[config.mk]
export PLATFORM = sky130hd
export DESIGN_NAME = id_hazard_scoreboard
export DESIGN_NICKNAME = d
export VERILOG_FILES = /design/src/rtl/id_hazard_scoreboard.sv
export SDC_FILE = /design/constraint.sdc
export NUM_CORES = 1
export LEC_CHECK = 0
export BUFFER_PORTS_ARGS = -buffer_cell sky130_fd_sc_hd__clkbuf_2
export CAP_MARGIN = 20
export CORE_UTILIZATION = 33
export CTS_CLUSTER_DIAMETER = 100
export CTS_CLUSTER_SIZE = 16
export DETAILED_ROUTE_END_ITERATION = 10
export PLACE_DENSITY = 0.65
export SLEW_MARGIN = 20
export SYNTH_ARGS = -nofsm -noshare
export SYNTH_HDL_FRONTEND = slang
export SYNTH_SLANG_ARGS = --single-unit
export TNS_END_PERCENT = 50
[constraint.sdc]
create_clock -name clk -period 2.4 [get_ports clk]
set_clock_uncertainty 0.15 [all_clocks]
set_input_delay 0.12 -clock clk [delete_from_list [all_inputs] [get_ports clk]]
set_output_delay 0.12 -clock clk [all_outputs]
set_load 0.02 [all_outputs]
[src/rtl/id_hazard_scoreboard.sv]
// rtl/id_hazard_scoreboard.sv - ID-stage hazard scoreboard with per-entry result countdown and forwarding selects
module id_hazard_scoreboard #(
    parameter int NUM_REGS   = 32,
    parameter int IDX_W      = 5,
    parameter int NUM_SRC    = 2,
    parameter int PIPE_DEPTH = 3,
    parameter int LAT_W      = 2,
    parameter int FWD_W      = 2
) (
    input  logic                       clk,
    input  logic                       rst,
    input  logic                       issue_valid,
    input  logic                       issue_reg_wr,
    input  logic [IDX_W-1:0]           issue_rd,
    input  logic [LAT_W-1:0]           issue_lat,
    input  logic [NUM_SRC*IDX_W-1:0]   src_idx,
    input  logic [NUM_SRC-1:0]         src_used,
    input  logic                       flush,
    input  logic                       ex_hold,
    output logic                       stall,
    output logic                       pc_en,
    output logic                       if_id_en,
    output logic [NUM_SRC*FWD_W-1:0]   fwd_sel,
    output logic [31:0]                stall_cnt,
    output logic                       lat_err
);

    localparam logic [LAT_W:0] LP_DEPTH = (LAT_W+1)'(PIPE_DEPTH);

    logic                   r_v   [1:PIPE_DEPTH];
    logic [IDX_W-1:0]       r_rd  [1:PIPE_DEPTH];
    logic [LAT_W-1:0]       r_rem [1:PIPE_DEPTH];
    logic [31:0]            r_stall_cnt;
    logic                   r_lat_err;

    logic [FWD_W-1:0]       w_sel [NUM_SRC];
    logic [NUM_SRC-1:0]     w_src_haz;
    logic                   w_stall;
    logic                   w_push;
    logic                   w_lat_zero;
    logic                   w_lat_high;
    logic [LAT_W-1:0]       w_lat_eff;
    logic [LAT_W-1:0]       w_rem_new;

    // Scan oldest to youngest so the youngest matching stage overwrites the result.
    always_comb begin
        for (int i = 0; i < NUM_SRC; i++) begin
            w_sel[i]     = '0;
            w_src_haz[i] = 1'b0;
            for (int k = PIPE_DEPTH; k >= 1; k--) begin
                if (src_used[i] && (src_idx[i*IDX_W +: IDX_W] != '0) && r_v[k] &&
                    (r_rd[k] == src_idx[i*IDX_W +: IDX_W])) begin
                    w_sel[i]     = FWD_W'(k);
                    w_src_haz[i] = (r_rem[k] != '0);
                end
            end
        end
    end

    always_comb begin
        fwd_sel = '0;
        for (int i = 0; i < NUM_SRC; i++) begin
            fwd_sel[i*FWD_W +: FWD_W] = w_sel[i];
        end
    end

    assign w_lat_zero = (issue_lat == '0);
    assign w_lat_high = ({1'b0, issue_lat} > LP_DEPTH);
    assign w_lat_eff  = w_lat_zero ? LAT_W'(1) : (w_lat_high ? LP_DEPTH[LAT_W-1:0] : issue_lat);
    assign w_rem_new  = w_lat_eff - LAT_W'(1);

    assign w_stall  = ~flush & (ex_hold | (issue_valid & (|w_src_haz)));
    assign w_push   = issue_valid & issue_reg_wr & (issue_rd != '0) & ~w_stall & ~flush;

    assign stall     = w_stall;
    assign pc_en     = ~w_stall;
    assign if_id_en  = ~w_stall;
    assign stall_cnt = r_stall_cnt;
    assign lat_err   = r_lat_err;

    always_ff @(posedge clk or posedge rst) begin
        if (rst) begin
            for (int k = 1; k <= PIPE_DEPTH; k++) begin
                r_v[k]   <= 1'b0;
                r_rd[k]  <= '0;
                r_rem[k] <= '0;
            end
            r_stall_cnt <= '0;
            r_lat_err   <= 1'b0;
        end else begin
            if (w_stall && (r_stall_cnt != 32'hFFFF_FFFF)) begin
                r_stall_cnt <= r_stall_cnt + 32'd1;
            end
            if (issue_valid && issue_reg_wr && (w_lat_zero || w_lat_high)) begin
                r_lat_err <= 1'b1;
            end
            if (!ex_hold) begin
                for (int k = PIPE_DEPTH; k >= 2; k--) begin
                    r_v[k]   <= r_v[k-1];
                    r_rd[k]  <= r_rd[k-1];
                    r_rem[k] <= (r_rem[k-1] == '0) ? '0 : r_rem[k-1] - LAT_W'(1);
                end
                r_v[1]   <= w_push;
                r_rd[1]  <= w_push ? issue_rd : '0;
                r_rem[1] <= w_push ? w_rem_new : '0;
            end
        end
    end

endmodule

==> results of run 1 <==
-- synth_stat cells, types with 2 or more instances --
cell      count
a21o_1        2
a22o_1        7
a32o_1        2
and3_1        6
clkbuf_1     10
dfrtp_1      57
inv_1         7
mux2_2       14
nand2_1      23
nand3_1      17
nand4_1      12
nor2_1       14
nor3_1       23
nor4_1       12
o21a_1        2
o21ai_0       3
o21ai_1       2
or2_2         2
or4_1         6
xnor2_1      19
xor2_1       42
-- layer usage --
| layer | routed length, um | track usage (%) | vias up | share of wire, % |
|---|---|---|---|---|
| met3 | 387 | 4.113 | 11 | 4.8 |
| met4 | 80 | 4.822 | 0 | 0.99 |
| met2 | 4013 | 28.93 | 70 | 50 |
| met1 | 3568 | 22.57 | 1331 | 44 |
| met5 | 0 | 0 | - | 0 |
| li1 | - | - | 1328 | - |
-- worst max-delay path: stages (launching register included) --
cell       delay [ps]
dfrtp_1           410
xor2_1            190
nor4_2            280
nand4_1           190
mux2_4            350
a2111oi_4         340
buf_6             150
or2_4             130
inv_4              30
clkbuf_8          140
-- sequential cells by signal, summed over array words and instances (netlist names) --
register,flops
r_rd,15
stall_cnt,32
r_v,3
r_rem,6
lat_err,1
-- layout by cell type, fill, tap and decap left out, types with 6 or more instances in the layout --
master,synthesis,layout
nor2_1,14,14
mux2_2,14,13
nor3_1,23,23
nand2_1,23,23
clkbuf_8,0,14
buf_4,1,49
dlygate4sd3_1,0,9
a22o_1,7,7
and3_1,6,6
dfrtp_1,57,56
xnor2_1,19,19
nor4_1,12,8
nand3_1,17,17
clkbuf_2,0,59
nand4_1,12,12
xor2_1,42,42
-- power groups by stage --
| stage | Clock, mW | Sequential, mW | Combinational [mW] |
|---|---|---|---|
| 3_3_place_gp | 0 | 1.14 | 0.569 |
| 4_1_cts | 0.969 | 1.13 | 0.601 |
| 2_1_floorplan | 0 | 1.25 | 0.205 |
| 6_report | 0.944 | 1.13 | 0.609 |
| 3_5_place_dp | 0 | 1.15 | 0.581 |
| 5_1_grt | 1.01 | 1.14 | 0.660 |
-- what timing repair did --
item,CTS,global route
setup buffers,7,3
endpoints found under the setup margin,43,45
gates cloned,0,1
endpoints found under the hold margin,65,0
resized for setup,10,14
hold buffers,9,0
pin swaps,8,3
-- stage by stage --
stage | area (sq um) | util, % | setup slack [ps] | TNS (ps) | cells
floorplan | 3100 | - | -116.2 | -1249 | 299
global placement | 3904 | 44.12 | -244.5 | -8929 | 509
detailed placement | 3904 | 44.12 | -254.4 | -9080 | 509
CTS | 4290 | 48.49 | -463.4 | -13250 | 541
global route | 4348 | 49.14 | -532.4 | -18300 | 540
finish | 4348 | 49.14 | -403.4 | -12300 | 540
-- cells by family after synthesis --
group | synth area share, %
DFF | 46.49
xor gates and xnor gates | 17.41
adders and majority gates | 0.4078
AOI/OAI and AO/OA | 6.892
and+or+nand+nor | 21.04
muxes | 5.139
buffers and inverters | 2.610
-- worst max-delay path by stage --
stage	startpoint	endpoint	slack, ps
after global placement	src_idx[7]	stall_cnt[25]	-240
after CTS	r_rd[6]	pc_en	-460
final	r_rd[6]	stall	-400
after global routing	r_rd[6]	stall	-530
after detailed placement	src_idx[7]	stall_cnt[25]	-250
after floorplan	r_rd[7]	r_rem[4]	-120
-- final cells by class --
type | count | area share, %
Clock buffer | 14 | 3.971
Clock inverter | 2 | 0.8058
Inverter | 7 | 0.6619
Multi-Input combinational cell | 222 | 36.98
Sequential cell | 57 | 32.83
Tap cell | 108 | 3.108
Timing Repair Buffer | 130 | 21.64
==> results.md, run 1 <==
- Outcome: complete, but fails checks
- Failing checks: DRC, setup timing
- Worst EP arrival: 2530 ps
- Post-synth EDFFs: 0
- Number of global-route vias before repair: 2702
- Crit path kind: flip-flop to primary output
- Clock insertion delay at the later pin of the skew report: between 300 and 400 ps
- Max H-tree Level: 3
- Core area: between 8000 and 9000 sq um
- Top FF cell, synth: dfrtp_1
- Unique masters post-synth: 38
- Hold slack: 95.23 ps
- Antenna diode count: 0
- Max VDD drop: around 0.47 mV
- Pin count of the biggest net entering global routing: 49
- WL/cell: 14.91 um
- Initial antenna violation count: 0
- Sw Share: approximately 30%
- Min cycle time layout: 2803 ps
- Final WL: 8050 um
- Worst Reg-to-Reg Cells: 11
- Gate Count Post-Synth: 299
- Combinational share of power: 22.7%
- P&R area growth vs syn: 41.72%
- Setup Viol. Count Final: 43
- Mapped Avg Cell Area: 10.26 sq um
- Final Slew Violations: 0
- Maxcap violations: 0
- Measured slew at the worst slew-check pin: around 350 ps
- First-pass GRT wire length: 13080 um
- Ys Warns: 0
- Die height: 98.42 um
- Die W: roughly 98 um
- RR Startpoint: r_rd[6]
- HP Class: input pin to async pin
- Int Power: between 1.5 and 2 mW
- Vias per inst: 5.074
- Detailed placer's ending HPWL: approximately 6000 um
- Relative slew slack: 76.70%
- Area leader, netlist: dfrtp_1
- Startpoint types: flip-flop
- Register bit total from synthesis: between 50 and 60
- Mapped cell area: 3068 sq um
- Flop-to-flop setup slack: -350 ps
- FF+latch area: 1428 sq um
- RR Endpoint: stall_cnt[31]
- Buffers on Ports: 64
- Initial core utilization: 34.67%
- Final hold vios: 0
- Share of the synthesized area in the top cell type: 46.49%
- CTS clk-pin slew, worst paths: ~60 ps
- Fmax achieved: around 360 MHz
- GRT overflow: 0
- P per Cell Area: 617.7 nW/um^2
- Via count: 2740
- Nets: 453
- Crit. End Element: primary output
- Syn Nets: 325
- Root Driver: clkbuf_8
- Total GRT Usage: 17.32%
- Iter 0 DRT Violations: 79
- RD Place Congestion: between 0.8 and 0.9
- Area contributors post-synth: dfrtp_1, xor2_1, xnor2_1
- Seq pwr share: 42.2%
- Rows: 34
- Ratio of final minimum period to clock period: 116.8%
- Clock buffer depth: 2
- Clock network fraction of total power: between 30% and 40%
- Multi-input logic area: 1608 sq um
- Asr flop ratio synth: 100.0%
- Worst-path fanout max: 3
- Total CTS buffers: 9
- Net Sw Power: 0.8013 mW
- Share of cells above drive strength 1: 38.19%
- Pleak: roughly 2.2 nW
- Fillcell total: around 860
- TritonRoute pass-1 iters: 9
- Register area share after synthesis: 46.49%
- Setup WS post-layout: -403.4 ps
- Final Power: 2.686 mW
- Post-route ant nets: 0
- RSZ-0062 raised after global routing: yes
- Critical Path RT: 2130 ps
- I/O pins: 65
- Die area: 9687 sq um
- DRC: 1
- Clk sinks: 57
- CTS tree: built
(Power assumes the default switching activity.)
==> inputs of run 2 (changes only) <==
CORE_UTILIZATION = 45   (was 33)
PLACE_DENSITY = 0.8   (was 0.65)
==> results.md, run 2 (same netlist as run 1, synthesis figures left out) <==
- Min cycle time layout: 2905 ps (+101.5 ps)
- Outcome: complete, but fails checks
- Final Slew Violations: 0 (unchanged)
- CTS clk-pin slew, worst paths: 70 ps (about the same)
- Measured slew at the worst slew-check pin: 744.5 ps (+398.1 ps)
- Total CTS buffers: 9 (unchanged)
- Nets: 457 (+0.88%)
- Failing checks: DRC, setup timing
- Post-route ant nets: 0 (unchanged)
- Die W: 84.57 um (-14%)
- Combinational share of power: 21.5% (-1.2 points)
- Die height: 84.57 um (-14%)
- Most used cell along the critical path: buf_4
- Max H-tree Level: 3 (unchanged)
- Finished Cell Area: 4339 sq um (-0.20%)
- Commonest non-fill, non-tap cell in the layout: clkbuf_2
- Antenna diode count: 0 (unchanged)
- P per Cell Area: 659.4 nW/um^2 (+6.7%)
- Max VDD drop: 0.4804 mV (+1.6%)
- Most frequent cells in the layout: clkbuf_2, dfrtp_1, buf_4, xor2_1
- Setup TNS: -18460 ps (-6164 ps)
- Detailed placer's ending HPWL: 5608 um (-6.0%)
- Seq pwr share: 39.6% (-2.6 points)
- Clock insertion delay at the later pin of the skew report: 340 ps (about the same)
- Ratio of final minimum period to clock period: 121.0% (+4.2 points)
- Clk sinks: 57 (unchanged)
- P&R area growth vs syn: 41.44%
- Die area: 7152 sq um (-26%)
- Net Sw Power: 0.8395 mW (+4.8%)
- Startpoint types: flip-flop
- Max reg flops: 32 (unchanged)
- Hold slack: 21.34 ps (-73.89 ps)
- Buffers on Ports: 64 (unchanged)
- Sw Share: 29.34% (-0.49 points)
- I/O pins: 65 (unchanged)
- RD Place Congestion: 0.9176 (+10%)
- Fmax achieved: 344.2 MHz (-3.5%)
- Final hold vios: 0 (unchanged)
- Root Driver: clkbuf_8
- Total GRT Usage: 23.12% (+5.8 points)
- DRC: 4 (+3)
- Number of global-route vias before repair: 2750 (+1.8%)
- Clock buffer depth: 2 (unchanged)
- Worst Reg-to-Reg Cells: 13 (+2)
- DP Area: 3820 sq um (-2.1%)
- Rows: 29 (-15%)
- Worst EP arrival: 3010 ps (+480 ps)
- Pin count of the biggest net entering global routing: 35 (-29%)
- Crit. End Element: flip-flop
- WL/cell: 15.46 um (+3.7%)
- First-pass GRT wire length: 12900 um (-1.4%)
- Share of cells above drive strength 1: 38.30% (+0.11 points)
- RSZ-0062 raised after global routing: yes
- Relative slew slack: 50.30% (-26 points)
- Setup Viol. Count Final: 43 (unchanged)
- Clock network fraction of total power: 38.9% (+3.7 points)
- Initial core utilization: 47.50% (+13 points)
- HP Class: input pin to flip-flop
- TritonRoute pass-1 iters: 8 (-1)
- CP max-delay cell: nor4_1
- Maxcap violations: 0 (unchanged)
- CTS tree: built
- Crit path kind: flip-flop to flip-flop
- Final WL: 7929 um (-1.5%)
- Int Power: 2.022 mW (+7.3%)
- Iter 0 DRT Violations: 158 (+100%)
- Worst-path fanout max: 5 (+2)
- Critical Path RT: 2510 ps (+380 ps)
- Initial antenna violation count: 0 (unchanged)
- Core area: 6459 sq um (-27%)
- Worst Hold Depth: 3
- Crit-path max cell delay: 420 ps (about the same)
- CP Cell Sequence: buf_4, buf_4, xor2_1, nor4_2, buf_4, a31o_1, a2111oi_4, buf_6, buf_4, buf_8, buf_4, nor4_1, xor2_1
- Pleak: 2.185 nW (+1.3%)
- Setup WS post-layout: -504.9 ps (-101.5 ps)
- GRT overflow: 0 (unchanged)
- Vias per inst: 5.478 (+8.0%)
- Via count: 2810 (+2.6%)
run 2: changes by cell type in the layout (fill, tap and decap cells not counted), sizes merged:
cell / before / now
clkbuf: 78 / 73
buf: 57 / 61
bufinv: 1 / 3
inv: 7 / 9
clkinv: 1 / 2
run 2: worst paths after layout:
check                        startpoint            end  slack [ps]
setup / recovery                r_rd[7]  stall_cnt[25]        -500
hold / removal                  ex_hold       r_rem[1]          20
setup reg to reg                r_rd[7]  stall_cnt[25]        -500
hold reg to reg            stall_cnt[4]   stall_cnt[4]         340
max in group asynchronous           rst  stall_cnt[28]        1100
min in group asynchronous           rst        r_rd[1]         300
run 2: repair_timing:
action	in CTS	in global routing
setup endpoints to repair	43	43
gates cloned	0	1
pin swaps	13	5
resized for setup	9	8
hold buffers	9	0
setup buffers	6	4
endpoints found under the hold margin	40	0
run 2: layout make-up:
class	count	area, sq um
inverter	7	28.78
clock inverter	7	125.1
sequential	57	1428
fill	485	2120
multi-input combinational	222	1594
clock buffer	9	123.9
tap	77	96.34
timing repair buffer	134	943.4
run 2: metrics by stage:
step | power, mW | util [%] | worst slack [ps] | std cells
floorplan | 1.458 | - | -116.2 | 299
global route | 2.996 | 67.18 | -609.8 | 513
global placement | 1.693 | 59.14 | -238.8 | 477
CTS | 2.853 | 65.87 | -484.9 | 508
finish | 2.861 | 67.18 | -504.9 | 513
detailed placement | 1.715 | 59.14 | -283.0 | 477
run 2: per-layer routing:
layer	up-vias	GRT usage [%]	part of all wire [%]	wire, um
met5	-	0	0	0
met4	0	9.245	2.2	176
met3	22	5.703	4.6	364
met2	85	36.95	49	3854
met1	1369	30.26	45	3533
li1	1334	-	-	-
run 2: worst max-delay path: cells and delay by family, from the launching register on:
kind	cells	cell delay, ps
compound gates	2	260
xor+xnor	2	360
simple gates	2	680
buf+inv	7	960
flops	1	410
run 2: power by group through the flow:
stage	combinational (mW)	clock (mW)	sequential [mW]
detailed placement	0.568	0	1.15
floorplan	0.205	0	1.25
CTS	0.596	1.13	1.13
global placement	0.550	0	1.14
finish	0.616	1.11	1.13
global route	0.665	1.19	1.14
